`config.mk`:
```
export PLATFORM = sky130hd
export DESIGN_NAME = mem_bus_arbiter
export DESIGN_NICKNAME = d
export VERILOG_FILES = /design/src/rtl/mem_bus_arbiter.sv
export SDC_FILE = /design/constraint.sdc
export NUM_CORES = 1
export LEC_CHECK = 0
export BUFFER_PORTS_ARGS = -buffer_cell sky130_fd_sc_hd__buf_2
export CAP_MARGIN = 30
export CORE_MARGIN = 2
export CORE_UTILIZATION = 41
export DETAILED_ROUTE_END_ITERATION = 7
export PLACE_DENSITY = 0.72
export SYNTH_ARGS = -nofsm -noshare
export SYNTH_HDL_FRONTEND = slang
export SYNTH_SLANG_ARGS = --single-unit
```
`constraint.sdc`:
```
create_clock -name ph2 -period 1.7 [get_ports ph2]
set_input_delay 0.085 -clock ph2 [delete_from_list [all_inputs] [get_ports ph2]]
set_output_delay 0.085 -clock ph2 [all_outputs]
set_load 0.05 [all_outputs]
```
`src/rtl/mem_bus_arbiter.sv`:
```
// mem_bus_arbiter: shares one single-port memory between the 6502 core and a
// DMA/debug port. Each access runs IDLE -> BUSY -> RESP; the CPU has priority,
// with a starvation guard that hands the bus to DMA after a run of CPU wins.
// Writes aimed at the ROM window are issued as reads and flagged.
module mem_bus_arbiter #(
  parameter int                ADDR_W      = 16,
  parameter int                DATA_W      = 8,
  parameter logic [ADDR_W-1:0] ROM_BASE    = 16'hF000,
  parameter int                CPU_RUN_MAX = 4
) (
  input  logic              ph2,
  input  logic              reset,
  input  logic              cpu_req,
  input  logic              cpu_we,
  input  logic [ADDR_W-1:0] cpu_addr,
  input  logic [DATA_W-1:0] cpu_wdata,
  output logic              cpu_gnt,
  output logic              cpu_ready,
  output logic [DATA_W-1:0] cpu_rdata,
  input  logic              dma_req,
  input  logic              dma_we,
  input  logic [ADDR_W-1:0] dma_addr,
  input  logic [DATA_W-1:0] dma_wdata,
  output logic              dma_gnt,
  output logic              dma_ready,
  output logic [DATA_W-1:0] dma_rdata,
  output logic              mem_en,
  output logic              mem_we,
  output logic [ADDR_W-1:0] mem_addr,
  output logic [DATA_W-1:0] mem_wdata,
  input  logic [DATA_W-1:0] mem_rdata,
  output logic              owner,
  output logic              rom_wr_err
);

  localparam int RUN_W = $clog2(CPU_RUN_MAX + 1);
  localparam logic [RUN_W-1:0] RUN_MAX = RUN_W'(CPU_RUN_MAX);

  typedef enum logic [1:0] {IDLE, BUSY, RESP} state_t;

  state_t            state, state_n;
  logic [RUN_W-1:0]  run_cnt;
  logic              acc_we;        // latched direction of the in-flight access
  logic [DATA_W-1:0] cpu_rdata_q, dma_rdata_q;
  logic              accept;
  logic              sel_we, sel_rom;
  logic [ADDR_W-1:0] sel_addr;
  logic [DATA_W-1:0] sel_wdata;

  // State register; reset aborts any in-flight access.
  always_ff @(posedge ph2) begin
    if (reset) state <= IDLE;
    else       state <= state_n;
  end

  // Arbitration, next state, handshakes and read-data bypass.
  always_comb begin
    state_n   = state;
    cpu_gnt   = 1'b0;
    dma_gnt   = 1'b0;
    // Grants only where a new access can start: IDLE or the RESP overlap slot.
    if (!reset && state != BUSY) begin
      dma_gnt = dma_req && (!cpu_req || run_cnt == RUN_MAX);
      cpu_gnt = cpu_req && !dma_gnt;
    end
    accept    = cpu_gnt || dma_gnt;
    sel_we    = dma_gnt ? dma_we    : cpu_we;
    sel_addr  = dma_gnt ? dma_addr  : cpu_addr;
    sel_wdata = dma_gnt ? dma_wdata : cpu_wdata;
    sel_rom   = sel_addr >= ROM_BASE;
    case (state)
      IDLE:    if (accept) state_n = BUSY;
      BUSY:    state_n = RESP;
      RESP:    state_n = accept ? BUSY : IDLE;
      default: state_n = IDLE;
    endcase
    cpu_ready = !reset && state == RESP && !owner;
    dma_ready = !reset && state == RESP &&  owner;
    cpu_rdata = (cpu_ready && !acc_we) ? mem_rdata : cpu_rdata_q;
    dma_rdata = (dma_ready && !acc_we) ? mem_rdata : dma_rdata_q;
  end

  // Memory command latch, read-data capture, run counter and ROM flag.
  always_ff @(posedge ph2) begin
    if (reset) begin
      mem_en      <= 1'b0;
      mem_we      <= 1'b0;
      mem_addr    <= '0;
      mem_wdata   <= '0;
      owner       <= 1'b0;
      acc_we      <= 1'b0;
      rom_wr_err  <= 1'b0;
      run_cnt     <= '0;
      cpu_rdata_q <= '0;
      dma_rdata_q <= '0;
    end else begin
      // Strobe is high exactly in BUSY; ROM writes are demoted to reads.
      mem_en <= accept;
      mem_we <= accept && sel_we && !sel_rom;
      if (accept) begin
        mem_addr  <= sel_addr;
        mem_wdata <= sel_wdata;
        owner     <= dma_gnt;
        acc_we    <= sel_we;
        if (sel_we && sel_rom) rom_wr_err <= 1'b1;
      end
      if (cpu_ready && !acc_we) cpu_rdata_q <= mem_rdata;
      if (dma_ready && !acc_we) dma_rdata_q <= mem_rdata;
      if (dma_gnt) begin
        run_cnt <= '0;
      end else if (cpu_gnt) begin
        if (!dma_req)              run_cnt <= '0;
        else if (run_cnt != RUN_MAX) run_cnt <= run_cnt + 1'b1;
      end
    end
  end

endmodule

```
# [Yosys cells after proc, flatten, opt, wreduce, memory -nomap -nowiden]
# Cells that the tools add are included.
[word_totals] out_inout_bits=48 input_bits=62 reg_bits=50
[op_classes] reduce_logical=23 n_eq_ne=7 n_lt_le_gt_ge=1 n_mux=12 add_sub_neg=1
[ops] cell="$mux W8" n=3
[ops] cell="$ge A16 B16 Y1 const B" n=1
[ops] cell="$mux W16" n=1
[ops] cell="$logic_and A1 B1 Y1" n=11
[ops] cell="$logic_not A1 Y1" n=6
[ops] cell="$mux W3" n=2
[ops] cell="$pmux W2 S3" n=1
[ops] cell="$mux W1" n=4
[ops] cell="$ne A2 B1 Y1 const B" n=2
[ops] cell="$reduce_and A2 Y1" n=2
[ops] cell="$add A3 B1 Y3 const B" n=1
[ops] cell="$eq A3 B3 Y1 const B" n=1
[ops] cell="$ne A3 B3 Y1 const B" n=1
[ops] cell="$eq A2 B1 Y1 const B" n=1
[ops] cell="$eq A2 B2 Y1 const B" n=1
[ops] cell="$logic_not A2 Y1" n=1
[ops] cell="$logic_or A1 B1 Y1" n=2
[ops] cell="$mux W2" n=1
[ops] cell="$ne A2 B2 Y1 const B" n=1
[ops] cell="$reduce_or A2 Y1" n=1

# [Logic depth before layout (Yosys ltp)]
# Gate-level depths: netlist (run 1).
[depth] ltp_word=9 ltp_mapped=8 depth_no_buf=7

# [Worst setup path after synthesis (run 1)]
# No wires, ideal clock.
[synth_path] path_kind="reg2reg" startpoint="reg owner" endpoint="reg dma_rdata_q[0]" stages_incl_launch_ff=6 path_slack_ps=-646 n_path_buf=1 t_required_ps=1574 t_arrival_ps=2220 path_cell_list="dfxtp_1 > and4bb_2 > nor2b_1 > buf_2 > mux2_2 > nor2b_1"
[synth_between] elab_chain_len=3
[synth_rtl] item="from (decl)" line_no="32" text="output logic owner,"
[synth_rtl] item="from (signal assigned)" line_no="103" text="owner <= dma_gnt;"
[synth_rtl] item="$logic_and A1 B1 Y1" line_no="78" text="dma_ready = !reset && state == RESP && owner;"
[synth_rtl] item="named net dma_ready" line_no="25" text="output logic dma_ready,"
[synth_rtl] item="$logic_and A1 B1 Y1"
[synth_rtl] item="$mux W8"
[synth_rtl] item="named net dma_rdata[0]" line_no="26" text="output logic [DATA_W-1:0] dma_rdata,"
[synth_rtl] item="to (signal assigned)" line_no="108" text="if (dma_ready && !acc_we) dma_rdata_q <= mem_rdata;"
[synth_rtl] item="to (decl)" line_no="44" text="logic [DATA_W-1:0] cpu_rdata_q, dma_rdata_q;"
# The timed path passes the listed nets, and every way through them passes these cells.
# A chain may end at the register's enable or synchronous reset.

# [Worst setup path after layout (run 1)]
[layout_path] startpoint="reg state[0]" endpoint="out cpu_rdata[2]"
[layout_between] elab_chain_len=5
[layout_rtl] item="from (decl)" line_no="41" text="state_t state, state_n;"
[layout_rtl] item="from (signal assigned)" line_no="53" text="else state <= state_n;"
[layout_rtl] item="$eq A2 B2 Y1" line_no="77" text="cpu_ready = !reset && state == RESP && !owner;"
[layout_rtl] item="$logic_and A1 B1 Y1 (2 in series)" line_no="77"
[layout_rtl] item="$logic_and A1 B1 Y1" line_no="79" text="cpu_rdata = (cpu_ready && !acc_we) ? mem_rdata : cpu_rdata_q;"
[layout_rtl] item="$mux W8"
[layout_rtl] item="to (decl)" line_no="19" text="output logic [DATA_W-1:0] cpu_rdata,"
# Every way passes these cells.

==> reports/metrics.cfg, run 1 <==
[critical_path]
rr_endpoint=mem_addr[10]
crit_start=state[0]
worstPathRequired_ps=1620
start_kind=flop
endpoint=cpu_rdata[2]
regToRegSetupSlack_ps=-130
cpPeakStageDelay_ps=390
timing.rr.start=state[0]
cp_cell_sequence=or3b_4 -> nor3_4 -> buf_6 -> mux2_4 -> buf_8
critPathKind=reg2out
reg2reg_depth=7
end_kind=primary output
crit_fanout=5
cp.arrival_ps=1840
crit_slowest_cell=or3b_4

[floorplan]
initial_core_util_pct=43.2
fp-row-count=26
design.die.area_mm2=0.00605
die_y_um=77.8
die_w_um=77.8
core_mm2=0.00517
io_pins=110

[timing]
timing.final.max_slew_violations=0
finalHoldViolations=0
finClkSkew_ps=6.75
hold_ws_ps=24.5
setup_viol=47
worst_pin_slew_ps=355
fmax_mhz=521
rsz0062_at_grt=true
setup_ws_ps=-221
max_slew_margin_pct=76.3
fin_crit_sh_pct=113
fin_crit_ps=1920

[cells_and_area]
register_area_mm2=0.00101
fill_cells=372
drive_above_1_share_pct=57.7
multiInputGateArea_mm2=0.00132
finalNetCount=425
area_growth_pct=63.5
final_util_pct=70.6
diodes=0
final_cells=432

[worst_hold_path]
holdCritPathClass=in2reg
hold_depth=3

[synth]
synth_flop_cell=dfxtp_1
synthSimpleGateAreaFrac_pct=22.5
ys_seq_area_share_pct=44.8
ys_top_cells_by_area=dfxtp_1, mux2_2, mux2i_1
syn_inst=228
synth_cell_types=37
async_reset_ff_share_pct=0
synth_common_cells=dfxtp_1, nand2_1, nor2_1
synth_nets=292
synth-compound-area-share_pct=9.97
syn_area_per_cell_um2=9.80
synth_top_area_share_pct=44.8
synth_edf_count=0
synth_mux_area_share_pct=15.2
yosysMostFrequentCell=dfxtp_1
synth_top_family_by_area=simple AND/OR/NAND/NOR gates
synthesis.area_mm2=0.00223
synth_xor_xnor_area_share_pct=0.784
yosys_warnings=0
synthAdderAreaFrac_pct=1.12
synth-seq-cells=50
yosysTopAreaCell=dfxtp_1

[clocking]
clk_latency_ps=310
ctsLongestPathBuffers=2
h-tree-depth=2
holdBufCountCts=0
tritoncts=built
cts_buffers=5
clock_sinks=50
clockRootBuffer=clkbuf_8
cts.reportedPaths.clkPinSlew_ps=100

[power]
comb_power_share_pct=27.9
max-vdd-ir-drop_v=0.000530
p_int_mw=2.01
p_seq_share_pct=43.4
power_density_mw_per_mm2=822
p_switching_mw=0.992
p_leak_nw=1.80
swShare_pct=33.1
power.clock.fraction_pct=28.7
total_power_mw=3.00

[flow_run]
max_cap_violations=0

[routing]
drc=0
drt_iter0_drc=85
dr_total_vias=2177
wire_per_inst_um=15.6
drt_first_pass_iters=4
final_antenna_net_count=0
finalWirelength_um=6740
via_per_inst=5.04

[run_status]
failed_checks=setup timing
status=complete, but fails checks

[grt]
grt_max_degree=34
busiest_layer=met2
grtUsageMet1_pct=24.0
use_met3_pct=5.58
grt_pass1_vias=2215
antenna_found_initial=0
grt_pass1_wl_um=10300
grt_overflow=0
met2_usage_pct=38.9
grt_use_total_pct=21.2

[placed_design]
gp_congestion=0.818
dpl.cell_count=405
post-place-ws_ps=-53.2
hpwl_um=4110
io_buffers=109

## cell families after synthesis
logic type / Yosys count
simple gates: 85
fa+ha+maj: 2
buf+inv: 24
xor+xnor: 2
compound gates: 33
flops: 50
mux: 32
## layout by cell type (no fill, tap or decap), drive strengths merged, types with 2 or more instances in the layout
master	count
buf	142
dfxtp	50
nand2	19
nor2	17
mux2	16
mux2i	16
o21ai	16
nand3b	15
nor2b	12
a311oi	9
and2b	8
inv	8
clkbuf	5
nor3	3
nand2b	2
xnor2	2
nand4	2
clkinv	2
o22ai	2
nand3	2
ha	2
## worst min path at each step
stage | start | endpoint | slack (ps)
detailed placement | dma_addr[6] | mem_addr[6] | 360
CTS | cpu_addr[11] | mem_addr[11] | 20
floorplan | dma_we | mem_we | 230
finish | cpu_addr[9] | mem_addr[9] | 20
global route | cpu_addr[9] | mem_addr[9] | 30
global placement | dma_addr[0] | mem_addr[0] | 340
## per-layer routing
metal	up-vias	routed length (um)
li1	1054	-
met1	1024	2710
met2	86	3480
met3	13	422
met4	0	124
met5	-	0
## cell type report
type	instances	area share (%)
Inverter	8	1.23
Tap cell	70	2.40
Multi-Input combinational cell	154	36.1
Clock inverter	3	1.20
Clock buffer	5	1.88
Sequential cell	50	27.7
Timing Repair Buffer	142	29.5
## per-stage QoR
| stage | cell area [um2] | TNS, ps |
|---|---|---|
| final | 3650 | -5380 |
| after global routing | 3650 | -7630 |
| after CTS | 3480 | -5590 |
| after detailed placement | 2990 | -418 |
| after global placement | 2990 | 0 |
| after floorplan | 2350 | -2480 |
## flip-flops by register name, indices dropped and copies added (netlist names), 2 cells and up
| name | count |
|---|---|
| mem_wdata | 8 |
| mem_addr | 16 |
| run_cnt | 3 |
| cpu_rdata_q | 8 |
| state | 2 |
| dma_rdata_q | 8 |
## critical path, delay by kind of cell, from the launching register on
family / cells / cell delay [ps]
buf+inv: 2 / 310
simple gates: 2 / 550
mux: 1 / 320
flops: 1 / 340
## power by group through the flow
stage | clock network (mW) | registers (mW) | logic, mW
floorplan | 0 | 1.55 | 0.274
global placement | 0 | 1.32 | 0.697
detailed placement | 0 | 1.32 | 0.706
CTS | 0.871 | 1.30 | 0.786
global route | 0.917 | 1.31 | 0.884
finish | 0.861 | 1.30 | 0.837
## repair_timing
item,in CTS,in global routing
gates cloned,3,0
resized for setup,81,30
endpoints found under the setup margin,43,54
pin swaps,9,11
buffers inserted,9,9
Note: power is estimated with default switching activity, not from simulation.
==> run 2: changes to the inputs <==
Settings changed: ABC_AREA set to 1, CORE_UTILIZATION 41 to 43, PLACE_DENSITY 0.72 to 0.73.
==> run 2 against run 1 <==
The flow still finishes with violations (setup timing). First-iteration DRC count rose by 22%. Synthesized cell count increased by 60%. Critical path depth increased by 2. Hold slack improved by 35 ps. Clock skew grew 2.9 ps. Fmax grew 13%. Highest routed layer unchanged.
==> reports/metrics.cfg, run 2 <==
[synth]
ys_seq_area_share_pct=40.3  ; -4.5 points
ys_top_cells_by_area=dfxtp_1, nand2_1, inv_1
async_reset_ff_share_pct=0  ; unchanged
synth_edf_count=0  ; unchanged
synthesis.area_mm2=0.00248  ; +11%
syn_area_per_cell_um2=6.80  ; -31%
yosysTopAreaCell=dfxtp_1
synth-seq-cells=50  ; unchanged
synth_nets=429  ; +47%
yosys_warnings=0  ; unchanged
synth_common_cells=nand2_1, inv_1, dfxtp_1
synth_flop_cell=dfxtp_1
synth_top_area_share_pct=40.3  ; -4.5 points
synth_cell_types=26  ; -30%
syn_inst=365  ; +60%
yosysMostFrequentCell=nand2_1

[clocking]
clock_sinks=50  ; unchanged
tritoncts=built
cts.reportedPaths.clkPinSlew_ps=100  ; about the same
cts_buffers=5  ; unchanged
h-tree-depth=2  ; unchanged
ctsLongestPathBuffers=2  ; unchanged
clockRootBuffer=clkbuf_8
clk_latency_ps=300  ; about the same
holdBufCountCts=0  ; unchanged

[timing]
finalHoldViolations=0  ; unchanged
timing.final.max_slew_violations=0  ; unchanged
fin_crit_sh_pct=100  ; -13 points
setup_viol=1  ; -98%
finClkSkew_ps=9.68  ; +2.92 ps
fin_crit_ps=1700  ; -220 ps
setup_ws_ps=-0.237  ; +220 ps
fmax_mhz=588  ; +13%
hold_ws_ps=59.4  ; +34.9 ps
rsz0062_at_grt=true
worst_pin_slew_ps=309  ; -46.5 ps
max_slew_margin_pct=79.4  ; +3.1 points

[cells_and_area]
diodes=0  ; unchanged
finalNetCount=556  ; +31%
final_common_cell=nand2_1
multiInputGateArea_mm2=0.00127  ; -3.8%
register_area_mm2=0.00101  ; +0.12%
largest_reg_flops=16  ; unchanged
layout_common_cells=nand2_1, buf_2, inv_1, dfxtp_1, nand3_1
fin_area_mm2=0.00370  ; +1.4%
drive_above_1_share_pct=40.8  ; -17 points
top_register=mem_addr
area_growth_pct=49.1
fill_cells=494  ; +33%

[routing]
drc=0  ; unchanged
drt_iter0_drc=104  ; +22%
wire_per_inst_um=11.9  ; -23%
final_antenna_net_count=0  ; unchanged
drt_first_pass_iters=4  ; unchanged
dr_total_vias=2675  ; +23%
via_per_inst=4.73  ; -6.0%
finalWirelength_um=6750  ; +0.16%

[floorplan]
io_pins=110  ; unchanged
die_y_um=80.0  ; +2.8%
design.die.area_mm2=0.00640  ; +5.7%
core_mm2=0.00554  ; +7.1%
die_w_um=80.0  ; +2.8%
initial_core_util_pct=44.8  ; +1.6 points
fp-row-count=27  ; +3.8%

[placed_design]
placed_cell_area_mm2=0.00315  ; +5.3%
gp_congestion=0.804  ; -1.7%
io_buffers=109  ; unchanged
hpwl_um=4550  ; +11%

[critical_path]
cpPeakStageDelay_ps=380  ; about the same
cp.arrival_ps=1620  ; -220 ps
rr_endpoint=cpu_rdata_q[3]
critPathKind=reg2out
endpoint=cpu_rdata[5]
reg2reg_depth=7  ; unchanged
timing.rr.start=owner
crit_start=state[0]
end_kind=primary output
start_kind=flop
crit_slowest_cell=dfxtp_4
worstPathRequired_ps=1620  ; about the same
regToRegSetupSlack_ps=100  ; +230 ps
crit_fanout=4  ; -1
cp_cell_sequence=nor3_4 -> buf_4 -> nand3_4 -> nand2_1 -> inv_1 -> a21oi_2 -> buf_6

[flow_run]
max_cap_violations=0  ; unchanged

[power]
power_density_mw_per_mm2=903  ; +9.8%
p_leak_nw=1.95  ; +8.8%
max-vdd-ir-drop_v=0.000501  ; -5.4%
total_power_mw=3.34  ; +11%

[grt]
grt_use_total_pct=20.4  ; -0.77 points
grt_overflow=0  ; unchanged
antenna_found_initial=0  ; unchanged
grt_pass1_vias=2359  ; +6.5%
grt_max_degree=28  ; -18%
grt_pass1_wl_um=10400  ; +1.3%

[run_status]
failed_checks=setup timing
status=complete, but fails checks

[worst_hold_path]
holdCritPathClass=in2reg

run 2: cell count changes in the layout (fill, tap and decap cells not counted), sizes merged, moves of 8 or more:
| cell | previous run | this run |
|---|---|---|
| mux2i | 16 | 0 |
| buf | 142 | 132 |
| a211oi | 1 | 16 |
| and2b | 8 | 0 |
| mux2 | 16 | 0 |
| nand2 | 19 | 114 |
| a21oi | 1 | 31 |
| a311oi | 9 | 0 |
| inv | 8 | 77 |
| nand3b | 15 | 3 |
| nand3 | 2 | 25 |
| nor2b | 12 | 0 |
run 2: routing by layer:
| layer | vias up | routed length (um) | global-route usage, % |
|---|---|---|---|
| li1 | 1390 | - | - |
| met1 | 1212 | 2920 | 25.1 |
| met2 | 67 | 3460 | 35.3 |
| met3 | 6 | 304 | 4.75 |
| met4 | 0 | 70 | 6.10 |
| met5 | - | 0 | 0 |
run 2: worst min-delay path by stage:
stage	start	to	slack [ps]	depth (start not counted)
floorplan	dma_req	run_cnt[1]	250	2
detailed placement	dma_wdata[5]	mem_wdata[5]	370	5
global route	dma_wdata[0]	mem_wdata[0]	80	5
CTS	dma_wdata[5]	mem_wdata[5]	50	5
finish	dma_wdata[5]	mem_wdata[5]	60	5
global placement	dma_wdata[0]	mem_wdata[0]	370	5
run 2: logic make-up after synthesis:
group	count (synthesis)	synth area share [%]
adder cells (fa/ha/maj)	2	1.01
buffers and inverters	94	16.2
AND/OR/NAND/NOR	153	26.5
flip-flops	50	40.3
AO/OA/AOI/OAI	66	15.9
run 2: worst max-delay path, delay by kind of cell (launching register included):
| kind | cells | cell delay [ps] |
|---|---|---|
| DFF | 1 | 380 |
| AOI/OAI and AO/OA | 1 | 130 |
| and+or+nand+nor | 3 | 410 |
| buffers and inverters | 3 | 400 |
run 2: report_power, final:
part	internal (mW)	leakage [nW]	switching, mW
Clock	0.438	0.0504	0.404
Sequential	1.29	0.414	0.0662
Combinational	0.348	1.49	0.794
run 2: repair_timing:
action                     4_1_cts  5_1_grt
gates resized for setup         56       29
pin swaps                        6        8
setup endpoints to repair       18       40
cloned                           3        0
buffers inserted                 7        9
run 2: metrics by stage:
step	TNS (ps)	worst slack, ps	instances	utilization [%]
2_1_floorplan	-424	-60.5	365	-
4_1_cts	-473	-41.6	557	64.0
6_report	-0.237	-0.237	565	66.8
3_3_place_gp	0	145	539	56.8
5_1_grt	-1280	-89.0	565	66.8
3_5_place_dp	0	91.1	539	56.8
run 2: cell type report:
| cell class | count | area share, % |
|---|---|---|
| multi-input combinational | 223 | 34.3 |
| sequential | 50 | 27.3 |
| timing repair buffer | 133 | 24.2 |
| inverter | 79 | 8.69 |
| tap | 72 | 2.43 |
| clock buffer | 5 | 1.86 |
| clock inverter | 3 | 1.22 |
==> run 3: changes to the inputs <==
Settings changed: MAX_ROUTING_LAYER set to met4.
==> run 3 against run 2 <==
Count of clock-buffer cells in the layout unchanged. Non-clock buffer count is the same. Clock power up 0.7%. Cell count did not move. Register-to-register slack about the same. Clock skew fell by 2.1 ps. The flow still finishes with violations (setup timing). Combinational power about the same. Via count about the same. Hold slack about the same.
==> reports/metrics.cfg, run 3 (synthesis results as in run 2) <==
[run_status]
status=complete, but fails checks
failed_checks=setup timing

[cells_and_area]
final_common_cell=nand2_1
drive_above_1_share_pct=40.8  ; unchanged
layout_common_cells=nand2_1, buf_2, inv_1, dfxtp_1, nand3_1
largest_reg_flops=16  ; unchanged
diodes=0  ; unchanged
final_util_pct=66.8  ; unchanged
fill_cells=494  ; unchanged
finalNetCount=556  ; unchanged
fin_area_mm2=0.00370  ; unchanged
area_growth_pct=49.1  ; unchanged
top_register=mem_addr
final_cells=565  ; unchanged

[power]
total_power_mw=3.35  ; +0.16%
max-vdd-ir-drop_v=0.000501  ; about the same
p_leak_nw=1.95  ; unchanged
power_density_mw_per_mm2=904  ; +0.16%

[timing]
finalHoldViolations=0  ; unchanged
rsz0062_at_grt=true
fmax_mhz=587  ; -0.19%
fin_crit_ps=1700  ; +3.26 ps
fin_setup_tns_ps=-3.50  ; -3.26 ps
setup_viol=1  ; unchanged
max_slew_margin_pct=79.4  ; about the same
finClkSkew_ps=7.60  ; -2.08 ps
worst_pin_slew_ps=308  ; -1.05 ps
fin_crit_sh_pct=100  ; +0.19 points
setup_ws_ps=-3.50  ; -3.26 ps
hold_ws_ps=59.0  ; -0.344 ps
timing.final.max_slew_violations=0  ; unchanged

[grt]
grt_overflow=0  ; unchanged
antenna_found_initial=0  ; unchanged
grt_pass1_wl_um=10400  ; +0.26%
grt_pass1_vias=2354  ; -0.21%
grt_max_degree=28  ; unchanged
grt_use_total_pct=21.0  ; +0.57 points

[critical_path]
cpPeakStageDelay_ps=380  ; about the same
cp_num_buf_inv=3  ; unchanged
cp.arrival_ps=1620  ; about the same
crit_fanout=4  ; unchanged
cp_cell_sequence=nor3_4 -> buf_4 -> nand3_4 -> nand2_1 -> inv_1 -> a21oi_2 -> buf_6
end_kind=primary output
critPathKind=reg2out
crit_slowest_cell=dfxtp_4
path_delay_family=simple AND/OR/NAND/NOR gates
start_kind=flop
worstPathRequired_ps=1620  ; about the same

[floorplan]
core_mm2=0.00554  ; unchanged
design.die.area_mm2=0.00640  ; unchanged
die_y_um=80.0  ; unchanged
fp-row-count=27  ; unchanged
initial_core_util_pct=44.8  ; unchanged
die_w_um=80.0  ; unchanged
io_pins=110  ; unchanged

[routing]
wire_per_inst_um=11.9  ; about the same
via_per_inst=4.74  ; about the same
drt_iter0_drc=108  ; +3.8%
finalWirelength_um=6740  ; about the same
final_antenna_net_count=0  ; unchanged
dr_total_vias=2676  ; +0.037%
drc=0  ; unchanged
drt_first_pass_iters=4  ; unchanged

[clocking]
tritoncts=built
cts.reportedPaths.clkPinSlew_ps=100  ; about the same
clock_sinks=50  ; unchanged
ctsLongestPathBuffers=2  ; unchanged
h-tree-depth=2  ; unchanged
clk_latency_ps=300  ; about the same
cts_buffers=5  ; unchanged
clockRootBuffer=clkbuf_8

[placed_design]
dpl.cell_count=539  ; unchanged
io_buffers=109  ; unchanged
placed_cell_area_mm2=0.00315  ; unchanged
gp_congestion=0.816  ; +1.5%
hpwl_um=4550  ; unchanged
post-place-ws_ps=91.1  ; unchanged

[flow_run]
max_cap_violations=0  ; unchanged

[worst_hold_path]
holdCritPathClass=in2reg

-- run 3: cell counts in the layout (fill, tap and decap cells not counted) --
No cell type changed its count.
-- run 3: layer usage --
metal | routed length [um] | up-vias | GRT usage, %
met5 | 0 | - | -
met2 | 3450 | 69 | 35.1
met4 | 70 | 0 | 6.10
li1 | - | 1387 | -
met1 | 2910 | 1214 | 25.4
met3 | 314 | 6 | 4.52
-- run 3: final timing paths --
kind                 from              to  slack [ps]  cells after the start
max              state[0]    cpu_rdata[5]          -4                      7
min          dma_wdata[5]    mem_wdata[5]          60                      5
max reg2reg         owner  cpu_rdata_q[3]         100                      7
min reg2reg    run_cnt[0]      run_cnt[0]         450                      1
-- run 3: worst register-to-register path, cell delays in order, from the launching register on --
cell	delay (ps)
dfxtp_4	420
clkinvlp_4	150
nand3_4	150
inv_4	50
buf_4	130
buf_4	130
bufbuf_16	260
a211oi_1	220
-- run 3: cell type report --
type | count | area [um2] | area share, %
inverter | 79 | 322 | 8.69
clock buffer | 5 | 68.8 | 1.86
timing repair buffer | 133 | 896 | 24.2
tap | 72 | 90.1 | 2.43
multi-input combinational | 223 | 1270 | 34.3
clock inverter | 3 | 45.0 | 1.22
sequential | 50 | 1010 | 27.3
-- run 3: report_power, final --
group	switching [mW]	total, mW	internal, mW
combinational	0.794	1.14	0.348
clock	0.409	0.848	0.438
sequential	0.0663	1.36	1.29
total	1.27	3.35	2.08
-- run 3: repair_timing --
action	CTS	global route
buffers inserted	7	9
cloned	3	0
pin swaps	6	8
hold buffers	0	0
gates resized for setup	56	29
setup endpoints to repair	18	40
